--- src/rtl/regfile_wb_sched_pkg.sv ---
`default_nettype none
// ============================================================================
// regfile_wb_sched_pkg : register-file widths and the write-port entry type
// Revision 1.0
// ============================================================================
package regfile_wb_sched_pkg;
  localparam int AW   = 5;
  localparam int DW   = 32;
  localparam int NREG = 2**AW;

  typedef struct packed {
    logic [AW-1:0] waddr;
    logic [DW-1:0] wdata;
  } wb_entry_t;
endpackage
`default_nettype wire

--- src/rtl/regfile_wb_sched_if.sv ---
`default_nettype none
// ============================================================================
// regfile_wb_sched_if : decode, writeback, long-unit and register-file signals
// Revision 1.0
// ============================================================================
interface regfile_wb_sched_if;
  import regfile_wb_sched_pkg::*;

  logic            id_valid;
  logic [AW-1:0]   id_rs;
  logic [AW-1:0]   id_rt;
  logic            id_use_rs;
  logic            id_use_rt;
  logic            id_wr_en;
  logic [AW-1:0]   id_waddr;
  logic            id_long;
  logic            id_stall;
  logic            wb_we;
  logic [AW-1:0]   wb_waddr;
  logic [DW-1:0]   wb_wdata;
  logic            lu_valid;
  logic [AW-1:0]   lu_waddr;
  logic [DW-1:0]   lu_wdata;
  logic            lu_ready;
  logic            rf_we;
  logic [AW-1:0]   rf_waddr;
  logic [DW-1:0]   rf_wdata;
  logic [NREG-1:0] sb_busy;

  modport master (
    output id_valid, id_rs, id_rt, id_use_rs, id_use_rt, id_wr_en, id_waddr, id_long,
    output wb_we, wb_waddr, wb_wdata, lu_valid, lu_waddr, lu_wdata,
    input  id_stall, lu_ready, rf_we, rf_waddr, rf_wdata, sb_busy
  );

  modport slave (
    input  id_valid, id_rs, id_rt, id_use_rs, id_use_rt, id_wr_en, id_waddr, id_long,
    input  wb_we, wb_waddr, wb_wdata, lu_valid, lu_waddr, lu_wdata,
    output id_stall, lu_ready, rf_we, rf_waddr, rf_wdata, sb_busy
  );
endinterface
`default_nettype wire

--- src/rtl/regfile_wb_fifo.sv ---
`default_nettype none
// ============================================================================
// regfile_wb_fifo : holding queue for long-unit results, head visible combinationally
// Revision 1.0
// ============================================================================
module regfile_wb_fifo
  import regfile_wb_sched_pkg::*;
#(
  parameter int QDEPTH = 2
) (
  input  wire logic      clk,
  input  wire logic      rst,
  input  wire logic      i_push,
  input  wire wb_entry_t i_din,
  input  wire logic      i_pop,
  output wb_entry_t      o_head,
  output logic           o_full,
  output logic           o_empty
);
  localparam int PW = $clog2(QDEPTH);

  // One extra pointer bit separates full from empty.
  logic [PW:0] r_wptr;
  logic [PW:0] r_rptr;
  wb_entry_t   r_mem [QDEPTH];

  always_ff @(posedge clk) begin
    if (!rst) begin
      r_wptr <= '0;
      r_rptr <= '0;
    end else begin
      if (i_push) r_wptr <= r_wptr + (PW+1)'(1);
      if (i_pop)  r_rptr <= r_rptr + (PW+1)'(1);
    end
  end

  always_ff @(posedge clk) begin
    if (i_push) r_mem[r_wptr[PW-1:0]] <= i_din;
  end

  assign o_head  = r_mem[r_rptr[PW-1:0]];
  assign o_empty = (r_wptr == r_rptr);
  assign o_full  = (r_wptr[PW] != r_rptr[PW]) && (r_wptr[PW-1:0] == r_rptr[PW-1:0]);
endmodule
`default_nettype wire

--- src/rtl/regfile_wb_sched.sv ---
`default_nettype none
// ============================================================================
// regfile_wb_sched : register-file write-port arbiter and long-latency scoreboard
// Option macro REGFILE_WB_SCHED_BYPASS_EN: empty-queue results write in the same cycle
// Revision 1.0
// ============================================================================
module regfile_wb_sched
  import regfile_wb_sched_pkg::*;
#(
  parameter int QDEPTH     = 2,
  parameter int STARVE_MAX = 4
) (
  input  wire logic         clk,
  input  wire logic         rst,
  regfile_wb_sched_if.slave bus
);
  localparam int CW = $clog2(STARVE_MAX + 1);

  logic            w_full;
  logic            w_empty;
  logic            w_push;
  logic            w_pop;
  logic            w_byp;
  logic            w_starve;
  logic            w_set;
  wb_entry_t       w_head;
  wb_entry_t       w_din;
  logic [NREG-1:0] w_busy_nxt;
  logic [NREG-1:0] r_busy;
  logic [CW-1:0]   r_cnt;

`ifdef REGFILE_WB_SCHED_BYPASS_EN
  assign w_byp = rst & w_empty & ~bus.wb_we & bus.lu_valid;
`else
  assign w_byp = 1'b0;
`endif

  assign bus.lu_ready = rst & ~w_full;
  assign w_push       = bus.lu_valid & bus.lu_ready & ~w_byp;
  assign w_pop        = rst & ~bus.wb_we & ~w_empty;
  assign w_din        = '{waddr: bus.lu_waddr, wdata: bus.lu_wdata};

  regfile_wb_fifo #(.QDEPTH(QDEPTH)) u_fifo (
    .clk     (clk),
    .rst     (rst),
    .i_push  (w_push),
    .i_din   (w_din),
    .i_pop   (w_pop),
    .o_head  (w_head),
    .o_full  (w_full),
    .o_empty (w_empty)
  );

  // Writeback has fixed priority; the queue head only drains on idle WB cycles.
  always_comb begin
    bus.rf_we    = 1'b0;
    bus.rf_waddr = bus.wb_waddr;
    bus.rf_wdata = bus.wb_wdata;
    if (!rst) begin
      bus.rf_we = 1'b0;
    end else if (bus.wb_we) begin
      bus.rf_we = 1'b1;
    end else if (!w_empty) begin
      bus.rf_we    = (w_head.waddr != '0);
      bus.rf_waddr = w_head.waddr;
      bus.rf_wdata = w_head.wdata;
    end else if (w_byp) begin
      bus.rf_we    = (bus.lu_waddr != '0);
      bus.rf_waddr = bus.lu_waddr;
      bus.rf_wdata = bus.lu_wdata;
    end
  end

  assign w_starve = (r_cnt >= CW'(STARVE_MAX));

  assign bus.id_stall = rst & bus.id_valid &
                        ((bus.id_use_rs & r_busy[bus.id_rs]) |
                         (bus.id_use_rt & r_busy[bus.id_rt]) |
                         (bus.id_wr_en  & r_busy[bus.id_waddr]) |
                         w_starve);

  assign w_set = bus.id_valid & ~bus.id_stall & bus.id_wr_en & bus.id_long &
                 (bus.id_waddr != '0);

  always_comb begin
    w_busy_nxt = r_busy;
    if (w_pop) w_busy_nxt[w_head.waddr]   = 1'b0;
    if (w_byp) w_busy_nxt[bus.lu_waddr]   = 1'b0;
    if (w_set) w_busy_nxt[bus.id_waddr]   = 1'b1;
    w_busy_nxt[0] = 1'b0;
  end

  // The starve count saturates and holds until a pop so decode bubbles keep coming.
  always_ff @(posedge clk) begin
    if (!rst) begin
      r_busy <= '0;
      r_cnt  <= '0;
    end else begin
      r_busy <= w_busy_nxt;
      if (w_pop || w_empty) begin
        r_cnt <= '0;
      end else if (bus.wb_we && !w_starve) begin
        r_cnt <= r_cnt + CW'(1);
      end
    end
  end

  assign bus.sb_busy = r_busy;
endmodule
`default_nettype wire

--- src/flat_wrapper.sv ---
// flat-port wrapper written by rule: the top's interface ports become plain ports
module regfile_wb_sched_flat import regfile_wb_sched_pkg::*;
#(
  parameter int QDEPTH     = 2,
  parameter int STARVE_MAX = 4
)
  (clk, rst, bus_id_valid, bus_id_rs, bus_id_rt, bus_id_use_rs, bus_id_use_rt, bus_id_wr_en, bus_id_waddr, bus_id_long, bus_wb_we, bus_wb_waddr, bus_wb_wdata, bus_lu_valid, bus_lu_waddr, bus_lu_wdata, bus_id_stall, bus_lu_ready, bus_rf_we, bus_rf_waddr, bus_rf_wdata, bus_sb_busy);
  regfile_wb_sched_if bus_i ();
  input  wire logic clk;
  input  wire logic rst;
  input wire logic [$bits(bus_i.id_valid)-1:0] bus_id_valid;
  input wire logic [$bits(bus_i.id_rs)-1:0] bus_id_rs;
  input wire logic [$bits(bus_i.id_rt)-1:0] bus_id_rt;
  input wire logic [$bits(bus_i.id_use_rs)-1:0] bus_id_use_rs;
  input wire logic [$bits(bus_i.id_use_rt)-1:0] bus_id_use_rt;
  input wire logic [$bits(bus_i.id_wr_en)-1:0] bus_id_wr_en;
  input wire logic [$bits(bus_i.id_waddr)-1:0] bus_id_waddr;
  input wire logic [$bits(bus_i.id_long)-1:0] bus_id_long;
  input wire logic [$bits(bus_i.wb_we)-1:0] bus_wb_we;
  input wire logic [$bits(bus_i.wb_waddr)-1:0] bus_wb_waddr;
  input wire logic [$bits(bus_i.wb_wdata)-1:0] bus_wb_wdata;
  input wire logic [$bits(bus_i.lu_valid)-1:0] bus_lu_valid;
  input wire logic [$bits(bus_i.lu_waddr)-1:0] bus_lu_waddr;
  input wire logic [$bits(bus_i.lu_wdata)-1:0] bus_lu_wdata;
  output wire logic [$bits(bus_i.id_stall)-1:0] bus_id_stall;
  output wire logic [$bits(bus_i.lu_ready)-1:0] bus_lu_ready;
  output wire logic [$bits(bus_i.rf_we)-1:0] bus_rf_we;
  output wire logic [$bits(bus_i.rf_waddr)-1:0] bus_rf_waddr;
  output wire logic [$bits(bus_i.rf_wdata)-1:0] bus_rf_wdata;
  output wire logic [$bits(bus_i.sb_busy)-1:0] bus_sb_busy;
  assign bus_i.id_valid = bus_id_valid;
  assign bus_i.id_rs = bus_id_rs;
  assign bus_i.id_rt = bus_id_rt;
  assign bus_i.id_use_rs = bus_id_use_rs;
  assign bus_i.id_use_rt = bus_id_use_rt;
  assign bus_i.id_wr_en = bus_id_wr_en;
  assign bus_i.id_waddr = bus_id_waddr;
  assign bus_i.id_long = bus_id_long;
  assign bus_i.wb_we = bus_wb_we;
  assign bus_i.wb_waddr = bus_wb_waddr;
  assign bus_i.wb_wdata = bus_wb_wdata;
  assign bus_i.lu_valid = bus_lu_valid;
  assign bus_i.lu_waddr = bus_lu_waddr;
  assign bus_i.lu_wdata = bus_lu_wdata;
  assign bus_id_stall = bus_i.id_stall;
  assign bus_lu_ready = bus_i.lu_ready;
  assign bus_rf_we = bus_i.rf_we;
  assign bus_rf_waddr = bus_i.rf_waddr;
  assign bus_rf_wdata = bus_i.rf_wdata;
  assign bus_sb_busy = bus_i.sb_busy;
  regfile_wb_sched #(.QDEPTH(QDEPTH), .STARVE_MAX(STARVE_MAX)) u_core (.clk(clk), .rst(rst), .bus(bus_i));
endmodule
--- config.mk ---
export PLATFORM = sky130hd
export DESIGN_NAME = regfile_wb_sched_flat
export DESIGN_NICKNAME = d
export VERILOG_FILES = /design/src/rtl/regfile_wb_sched_pkg.sv /design/src/rtl/regfile_wb_sched_if.sv /design/src/rtl/regfile_wb_fifo.sv /design/src/rtl/regfile_wb_sched.sv /design/src/flat_wrapper.sv
export SDC_FILE = /design/constraint.sdc
export NUM_CORES = 1
export LEC_CHECK = 0
export CAP_MARGIN = 15
export CORE_AREA = 2 2 109 111
export CTS_CLUSTER_SIZE = 25
export DETAILED_ROUTE_END_ITERATION = 8
export DIE_AREA = 0 0 111 113
export GPL_ROUTABILITY_DRIVEN = 0
export HOLD_SLACK_MARGIN = 0.1
export PLACE_DENSITY_LB_ADDON = 0.2
export SYNTH_ARGS = -nofsm -noshare
export SYNTH_HDL_FRONTEND = slang
export SYNTH_SLANG_ARGS = --single-unit
--- constraint.sdc ---
create_clock -name clk -period 8.8 [get_ports clk]
set_clock_uncertainty 0.15 [all_clocks]
set_input_delay 1.76 -clock clk [delete_from_list [all_inputs] [get_ports clk]]
set_output_delay 1.76 -clock clk [all_outputs]
set_load 0.05 [all_outputs]
-- Word-level counts from Yosys, hierarchy flattened
Memory sizes are Yosys's and may differ from the RTL's. A register that Yosys moved wholly into a read port is not among the register bits.
Index checks and enable logic that the tools add are counted.
- register bits after elaboration: 39
- input port bits: 98
- bits in writable memories: 74
- word-level logic and storage cells: 77
- output and inout port bits: 72
- memories kept: 1
- bitwise gates (word level): 24
- muxes and demuxes: 25
- reduce and logical (&&, ||, !) cells: 9
- $add $sub $neg: 3
- equal/unequal tests: 3
- $lt $le $gt $ge: 7
- memory list (name ; words ; bits a word ; rd ports ; clocked after Yosys merged registers in ; write ports ; line ; RTL):
    u_core.u_fifo.r_mem ; 2 ; 37 ; 1 ; 1 ; 1 ; regfile_wb_fifo.sv:25 ; wb_entry_t r_mem [QDEPTH];
- operators by type and width (cell ; count):
    $mux 32 ; 5
    $and 32x32->32 ; 1
    $not 32->32 ; 1
    $or 32x32->32 ; 1
    $lt 5x6->1 const B ; 4
    $bmux 1 s5 ; 3
    $mux 5 ; 3
    $and 1x1->1 ; 13
    $mux 1 ; 12
    $demux 1 s5 ; 2
    $ge 5x1->1 const B ; 2
    $reduce_bool 5->1 ; 2
    $not 1->1 ; 5
    $add 2x1->2 const B ; 2
    $logic_and 1x1->1 ; 4
    $add 3x1->3 const B ; 1
    $ge 3x3->1 const B ; 1
    $or 1x1->1 ; 3
    $eq 2x2->1 ; 1
    $reduce_or 2->1 ; 1
    $eq 1x1->1 ; 1
    $logic_not 1->1 ; 1
    $logic_or 1x1->1 ; 1
    $ne 1x1->1 ; 1

-- Longest topological paths before layout
Gate-level depths: netlist of run 1.
- depth in word-level cells: 13
- mapped depth: 9
- gate-level depth less buffers: 6

-- Cells and area by module
From an unflattened synthesis of run 1, not the netlist that was laid out.
- cells, all modules: 464
- area, all modules: 6030.8 sq um
- modules (own cells, without submodules) (module ; instances ; sequential area each (sq um) ; area an instance (sq um) ; cells each):
    regfile_wb_fifo ; 1 ; 2322.2 ; 3039.2 ; 138
    regfile_wb_sched ; 1 ; 680.7 ; 2991.6 ; 326

-- Worst setup path after synthesis of run 1
Ideal clock, no wire load.
- path type: input to output
- start point: in bus_id_rs[0]
- end point: out bus_id_stall
- required time: 6.890 ns
- data arrival time: 3.724 ns
- stages: 7
- path buffers: 1
- slack: 3.166 ns
- path through: clkbuf_1 > mux4_2 > o21ai_0 > o21ai_0 > o2111ai_1 > o2111ai_2 > and3_1
- word-level cells in the longest chain between the ends: 7
- ends and longest elaborated chain (what ; line ; RTL):
    start: declaration ; flat_wrapper.sv:12 ; input wire logic [$bits(bus_i.id_rs)-1:0] bus_id_rs;
    $bmux 1 s5 ; regfile_wb_sched.sv:77 ; ((bus.id_use_rs & r_busy[bus.id_rs]) |
    $mux 1 (implied by the code) ; regfile_wb_sched.sv:77 ;
    $and 1x1->1 ; regfile_wb_sched.sv:77 ;
    $or 1x1->1 ; regfile_wb_sched.sv:77 ;
    $or 1x1->1 ; regfile_wb_sched.sv:78 ; (bus.id_use_rt & r_busy[bus.id_rt]) |
    $or 1x1->1 ; regfile_wb_sched.sv:79 ; (bus.id_wr_en & r_busy[bus.id_waddr]) |
    $and 1x1->1 ; regfile_wb_sched.sv:76 ; assign bus.id_stall = rst & bus.id_valid &
    end: declaration ; flat_wrapper.sv:25 ; output wire logic [$bits(bus_i.id_stall)-1:0] bus_id_stall;
No other way between the ends. The select of a mux whose other input is x is not followed.

-- Final worst setup path of run 1
- start point: in bus_id_waddr[1]
- end point: out bus_id_stall
- word-level cells in the longest chain between the ends: 6
- ends and longest elaborated chain (what ; line ; RTL):
    start: declaration ; flat_wrapper.sv:17 ; input wire logic [$bits(bus_i.id_waddr)-1:0] bus_id_waddr;
    $bmux 1 s5 ; regfile_wb_sched.sv:79 ;
    $mux 1 (implied by the code) ; regfile_wb_sched.sv:79 ;
    $and 1x1->1 ; regfile_wb_sched.sv:79 ;
    $or 1x1->1 ; regfile_wb_sched.sv:78 ;
    $or 1x1->1 ; regfile_wb_sched.sv:79 ;
    $and 1x1->1 ; regfile_wb_sched.sv:76 ;
No other way between the ends. The select of a mux whose other input is x is not followed.

==> results.yml, run 1 <==
clock_tree:
  root_buffer: "clkbuf_16"
  cts.path.max_buffers: 2
  cts-resized-gates: 0
  cts_tree: "done"
  clk_latency_ns: 0.41
  cts_setup_buffers: 0
  htree_levels: 4
  cts_buffers: 17
  clkTransAtPathRegs_ns: 0.05
  cts-hold-fix-buffers: 0
  cts.sinks: 113
timing:
  fmax_mhz: 135
  slew_headroom_pct: 27.6
  fin_tns_setup_ns: 0
  hold_viol: 0
  holdWs_ns: 0.370
  timing.final.crit_share_pct: 84.4
  rsz0062_at_grt: "no"
  report.final.slew_viol_count: 0
  period_minus_slack_ns: 7.43
  setup-violations-final: 0
  layout_setup_ws_ns: 1.37
  tightest_slew_ns: 1.09
yosys:
  postSynthNetCount: 621
  synth_area_sq_mm: 0.00577
  syn-instance-count: 522
  synthMuxAreaShare_pct: 15.2
  synth_ff_type: "edfxtp_1"
  synth_fa_ha_area_share_pct: 0.217
  synth_edf_count: 74
  synth-compound-area-share_pct: 15.3
  yosysSeqAreaShare_pct: 52.0
  synth_xor_area_share_pct: 0.911
  async_flop_share_pct: 0
  synth_seq_cells: 113
  ys_types: 56
  synth_area_leaders: "edfxtp_1 39%, dfxtp_1 14%, mux2i_1 9.5%, nand2_1 5.3%, mux4_2 5.1%"
  synth_top_family_by_area: "compound AO/OA/AOI/OAI gates"
  yosys.area.top_type: "edfxtp_1"
  yosys.area.top_type_share_pct: 38.5
  syn_area_per_cell_sq_um: 11.1
  yosys.area_share.simple_pct: 13.2
  ys_warn_count: 0
global_routing:
  grt_pass1_vias: 4977
  grt_usage_pct: 25.1
  overflow: 0
  grt_max_degree: 76
  grt_antenna_before_repair: 0
  grt_pass1_wl_mm: 24.8
status:
  status: "completed"
critical_path:
  cpPeakStageDelay_ns: 1.03
  path_max_fanout: 19
  start_kind: "primary input"
  worstSetupPathType: "in -> out"
  required_ns: 6.89
  worstRegToRegCells: 6
  crit_arrival_ns: 5.52
  path_cells: "clkdlybuf4s50_1 -> mux4_2 -> and3_1 -> o32a_1 -> nor3_4 -> o2111ai_2 -> and3_1 -> clkdlybuf4s50_1"
  cp-end-kind: "output port"
  slowest_stage: "clkdlybuf4s50_1"
worst_hold_path:
  hold_class: "reg -> reg"
  whs_path_depth: 2
flow_run:
  max_cap_violations: 0
power:
  pwr-share-comb_pct: 15.7
  power_frac_seq_pct: 40.0
  swShare_pct: 25.8
  irDropWorstVdd_mv: 0.143
  p_leak_nw: 2.81
  power_density_mw_per_mm2: 181
  power.switching_mw: 0.378
  intPower_mw: 1.09
  pwr-share-clk_pct: 44.3
finish:
  nets: 776
  regArea_sq_mm: 0.00300
  fin_area_sq_mm: 0.00809
  syn2layout_area_growth_pct: 40.3
  num_antenna_cells: 0
  fillers: 816
  post_route_cells_drive_above_1_share_pct: 9.13
  multiInputGateArea_sq_mm: 0.00260
floorplan:
  rows: 39
  initial_core_util_pct: 51.2
  die_x_um: 111
  ios: 170
  die_area_sq_mm: 0.0125
  core_sq_mm: 0.0113
  die_h_um: 113
drt:
  avgRoutedWirePerCell_um: 18.7
  first_iter_violations: 375
  drc: 0
  dr.pass1.iters: 5
  postRouteAntennaNets: 0
  drt_wl_total_mm: 15.6
  dr_total_vias: 4891
  post_drt_via_cell_ratio: 5.87
placement:
  dpl.hpwl_mm: 11.1
  dpl_worst_slack_ns: 1.44
  dpl-instance-area_sq_mm: 0.00750
  port_buffers: 168
## synthesized netlist by cell type, types with 7 or more instances
cell type and instances:
o21ai_0 44, dfxtp_1 39, nand2_1 81, o211ai_1 32, nor2b_1 10, o21ai_1 21
clkbuf_1 21, mux2i_1 55, edfxtp_1 74, mux4_2 13, inv_1 7, nor2_1 21
## stage by stage
stage          cells  total power [mW]  utilization [%]
2_1_floorplan    522             0.729                -
3_3_place_gp     800             0.818             66.6
3_5_place_dp     800             0.824             66.6
4_1_cts          832              1.47             71.6
5_1_grt          833              1.51             71.8
6_report         833              1.47             71.8
## worst paths after layout
check                                       to  slack (ns)                              start
max                               bus_id_stall        1.37                    bus_id_waddr[1]
min               u_core.r_cnt[1]$_SDFFE_PP0P_        0.37       u_core.r_cnt[1]$_SDFFE_PP0P_
max reg2reg  u_core.bus.sb_busy[30]$_SDFF_PN0_        5.98  u_core.bus.sb_busy[30]$_SDFF_PN0_
min reg2reg       u_core.r_cnt[1]$_SDFFE_PP0P_        0.37       u_core.r_cnt[1]$_SDFFE_PP0P_
## cell usage in the layout (no fill, tap or decap), drive strengths merged, types with 3 or more instances in the layout
cell	n
o211ai	32
nor3	4
clkdlybuf4s50	168
o21ai	65
nor2b	10
clkinv	9
nor2	21
and2	5
inv	8
o41ai	7
mux2	3
a32o	3
xor2	3
buf	3
and3	5
nand4	5
o32ai	3
xnor2	3
nand2b	6
edfxtp	74
nand3	6
nand3b	5
o21a	3
or3b	3
clkbuf	18
dfxtp	39
nand2	81
mux2i	55
mux4	13
## layout make-up
| cell class | count | area share [%] |
|---|---|---|
| sequential | 113 | 37.1 |
| multi-input combinational | 367 | 32.1 |
| timing repair buffer | 171 | 21.2 |
| clock buffer | 18 | 5.30 |
| tap | 143 | 2.21 |
| clock inverter | 14 | 1.75 |
| inverter | 7 | 0.325 |
## kinds of logic after synthesis
logic type / Yosys count
AND/OR/NAND/NOR: 158
AO/OA/AOI/OAI: 130
flip-flops: 113
multiplexers: 71
buffers and inverters: 42
XOR/XNOR: 6
adder cells (fa/ha/maj): 1
other: 1
## power by group through the flow
| stage | clock, mW | combinational (mW) | sequential (mW) |
|---|---|---|---|
| finish | 0.650 | 0.230 | 0.586 |
| global route | 0.682 | 0.245 | 0.587 |
| CTS | 0.656 | 0.229 | 0.586 |
| detailed placement | 0 | 0.227 | 0.597 |
| global placement | 0 | 0.223 | 0.596 |
| floorplan | 0 | 0.133 | 0.597 |
## per-layer routing
| layer | track usage, % | up-vias | wire [um] |
|---|---|---|---|
| li1 | - | 2296 | - |
| met1 | 30.8 | 2328 | 6450 |
| met2 | 42.2 | 234 | 7640 |
| met3 | 6.80 | 33 | 1140 |
| met4 | 11.0 | 0 | 328 |
| met5 | 0 | - | 0 |
## worst max-delay path: cells and delay by family
family | cells | cell delay [ns]
buffers and inverters | 2 | 1.74
and+or+nand+nor | 3 | 0.81
AOI/OAI and AO/OA | 2 | 0.77
muxes | 1 | 0.42
## sequential cells by signal (all words and copies together) (netlist names), named ones only
name	count
u_core.u_fifo.r_mem	74
u_core.bus.sb_busy	31
u_core.r_cnt	3
u_core.u_fifo.r_rptr	2
u_core.u_fifo.r_wptr	2
Power figures use the tool's default switching activity.
==> run 2, diff against run 1 <==
--- a/config.mk
+++ b/config.mk
@@ -6,10 +6,10 @@
 export NUM_CORES = 1
 export LEC_CHECK = 0
 export CAP_MARGIN = 15
-export CORE_AREA = 2 2 109 111
+export CORE_AREA = 2 2 113 115
 export CTS_CLUSTER_SIZE = 25
 export DETAILED_ROUTE_END_ITERATION = 8
-export DIE_AREA = 0 0 111 113
+export DIE_AREA = 0 0 115 117
 export GPL_ROUTABILITY_DRIVEN = 0
 export HOLD_SLACK_MARGIN = 0.1
 export PLACE_DENSITY_LB_ADDON = 0.2
==> constraint.sdc (replaced) <==
create_clock -name clk -period 6.9 [get_ports clk]
set_clock_uncertainty 0.15 [all_clocks]
set_input_delay 1.38 -clock clk [delete_from_list [all_inputs] [get_ports clk]]
set_output_delay 1.38 -clock clk [all_outputs]
set_load 0.05 [all_outputs]
==> results.yml, run 2 (synthesized netlist as in run 1, its figures left out) <==
status:
  status: "completed"
critical_path:
  crit_arrival_ns: 4.66
  worstSetupPathType: "in -> out"
  path_max_fanout: 16
  worstRegToRegCells: 6
  cpPeakStageDelay_ns: 0.82
  cp-end-kind: "output port"
  r2r_end: "u_core.bus.sb_busy[18]$_SDFF_PN0_"
  r2r_setup_slack_ns: 4.19
  reg2reg_from: "u_core.bus.sb_busy[31]$_SDFF_PN0_"
  path_cells: "clkdlybuf4s50_1 -> mux4_2 -> and3_1 -> o32a_1 -> nor3_4 -> o2111ai_2 -> and3_1 -> clkdlybuf4s50_1"
  start_kind: "primary input"
  slowest_stage: "clkdlybuf4s50_1"
  required_ns: 5.37
global_routing:
  overflow: 0
  grt_max_degree: 76
  grt_usage_pct: 23.0
  grt_antenna_before_repair: 0
  grt_pass1_wl_mm: 23.8
  grt_pass1_vias: 4790
clock_tree:
  cts-resized-gates: 0
  cts_setup_buffers: 0
  cts_tree: "done"
  cts-hold-fix-buffers: 0
  cts.sinks: 113
  clkTransAtPathRegs_ns: 0.05
  htree_levels: 4
  cts.path.max_buffers: 2
  root_buffer: "clkbuf_16"
  cts_buffers: 17
  clk_latency_ns: 0.40
drt:
  post_drt_via_cell_ratio: 5.82
  first_iter_violations: 391
  drc: 0
  avgRoutedWirePerCell_um: 18.4
  dr_total_vias: 4908
  drt_wl_total_mm: 15.5
  postRouteAntennaNets: 0
  dr.pass1.iters: 6
power:
  power_density_mw_per_mm2: 231
  intPower_mw: 1.40
  p_leak_nw: 2.85
  pwr-share-clk_pct: 44.7
  swShare_pct: 25.6
  power_frac_seq_pct: 39.6
  irDropWorstVdd_mv: 0.193
  power.switching_mw: 0.483
  pwr-share-comb_pct: 15.7
worst_hold_path:
  hold_start: "u_core.r_cnt[0]$_SDFFE_PP0P_"
  hold_end: "u_core.r_cnt[0]$_SDFFE_PP0P_"
  hold_class: "reg -> reg"
  whs_path_depth: 2
flow_run:
  max_cap_violations: 0
floorplan:
  initial_core_util_pct: 46.9
  die_x_um: 115
  die_area_sq_mm: 0.0135
  ios: 170
  core_sq_mm: 0.0123
  rows: 41
  die_h_um: 117
timing:
  rsz0062_at_grt: "no"
  setup-violations-final: 0
  fin_tns_setup_ns: 0
  tightest_slew_ns: 0.924
  timing.final.crit_share_pct: 89.7
  slew_headroom_pct: 38.4
  period_minus_slack_ns: 6.19
  fmax_mhz: 162
  hold_viol: 0
  report.final.slew_viol_count: 0
finish:
  num_antenna_cells: 0
  final_common_cell: "clkdlybuf4s50_1"
  post_route_cells_drive_above_1_share_pct: 9.67
  final_cells: 843
  final_cell_mix: "168 x clkdlybuf4s50_1, 81 x nand2_1, 74 x edfxtp_1"
  largest_register_ffs: 74
  syn2layout_area_growth_pct: 41.3
  nets: 779
placement:
  place_inst: 809
  port_buffers: 168
  dpl.hpwl_mm: 11.3
==> run 2: cell count changes in the layout (fill, tap and decap cells not counted), sizes merged <==
cell | before | now
buf | 3 | 6
bufinv | 2 | 1
clkbuf | 18 | 21
clkinv | 9 | 8
clkinvlp | 2 | 0
inv | 8 | 9
==> run 2: area by class of cell <==
type | instances | area [sq um]
fillers | 968 | 4160
flip-flops and latches | 113 | 3000
multi-input cells | 367 | 2600
repair buffers | 174 | 1750
clock buffers | 21 | 483
well taps | 150 | 188
clock inverters | 11 | 103
inverters | 7 | 26.3
==> run 2: per-stage QoR <==
| stage | util, % | hold WS, ns | worst slack, ns | instance area, sq um | total power, mW |
|---|---|---|---|---|---|
| 2_1_floorplan | - | 0.318 | 2.03 | 5770 | 0.930 |
| 6_report | 66.2 | 0.377 | 0.713 | 8150 | 1.88 |
| 3_3_place_gp | 61.1 | 0.328 | 0.768 | 7530 | 1.05 |
| 5_1_grt | 66.2 | 0.420 | 0.579 | 8150 | 1.94 |
| 3_5_place_dp | 61.1 | 0.360 | 0.736 | 7530 | 1.05 |
| 4_1_cts | 65.9 | 0.378 | 0.724 | 8110 | 1.89 |
==> run 2: worst max path at each step <==
| stage | from | to | slack, ns | depth (start not counted) |
|---|---|---|---|---|
| 2_1_floorplan | bus_id_rs[0] | bus_id_stall | 2.03 | 7 |
| 3_3_place_gp | bus_id_waddr[0] | bus_id_stall | 0.77 | 8 |
| 3_5_place_dp | bus_id_waddr[0] | bus_id_stall | 0.74 | 8 |
| 4_1_cts | bus_id_waddr[0] | bus_id_stall | 0.72 | 8 |
| 5_1_grt | bus_id_waddr[0] | bus_id_stall | 0.58 | 8 |
| 6_report | bus_id_waddr[0] | bus_id_stall | 0.71 | 8 |
==> run 2: power groups by stage <==
| stage | sequential, mW | combinational, mW | clock [mW] |
|---|---|---|---|
| floorplan | 0.761 | 0.169 | 0 |
| global placement | 0.760 | 0.287 | 0 |
| detailed placement | 0.761 | 0.291 | 0 |
| CTS | 0.747 | 0.293 | 0.850 |
| global route | 0.748 | 0.314 | 0.878 |
| finish | 0.747 | 0.295 | 0.843 |
==> run 2: worst max-delay path: cells and delay by family <==
kind,cells,cell delay (ns)
buf+inv,2,1.51
mux,1,0.57
compound gates,2,0.55
simple gates,3,0.64
==> run 2: layer usage <==
layer | vias up | GRT usage [%] | routed length, um
met5 | - | 0 | 0
met2 | 222 | 38.6 | 7600
met3 | 24 | 6.28 | 1240
met4 | 0 | 8.27 | 294
li1 | 2306 | - | -
met1 | 2356 | 28.8 | 6400
==> run 3, diff against run 2 <==
--- a/config.mk
+++ b/config.mk
@@ -7,7 +7,7 @@
 export LEC_CHECK = 0
 export CAP_MARGIN = 15
 export CORE_AREA = 2 2 113 115
-export CTS_CLUSTER_SIZE = 25
+export CTS_CLUSTER_SIZE = 16
 export DETAILED_ROUTE_END_ITERATION = 8
 export DIE_AREA = 0 0 115 117
 export GPL_ROUTABILITY_DRIVEN = 0
==> results of run 3 <==
No change in the layout: final DEF, timing and power equal those of run 2.
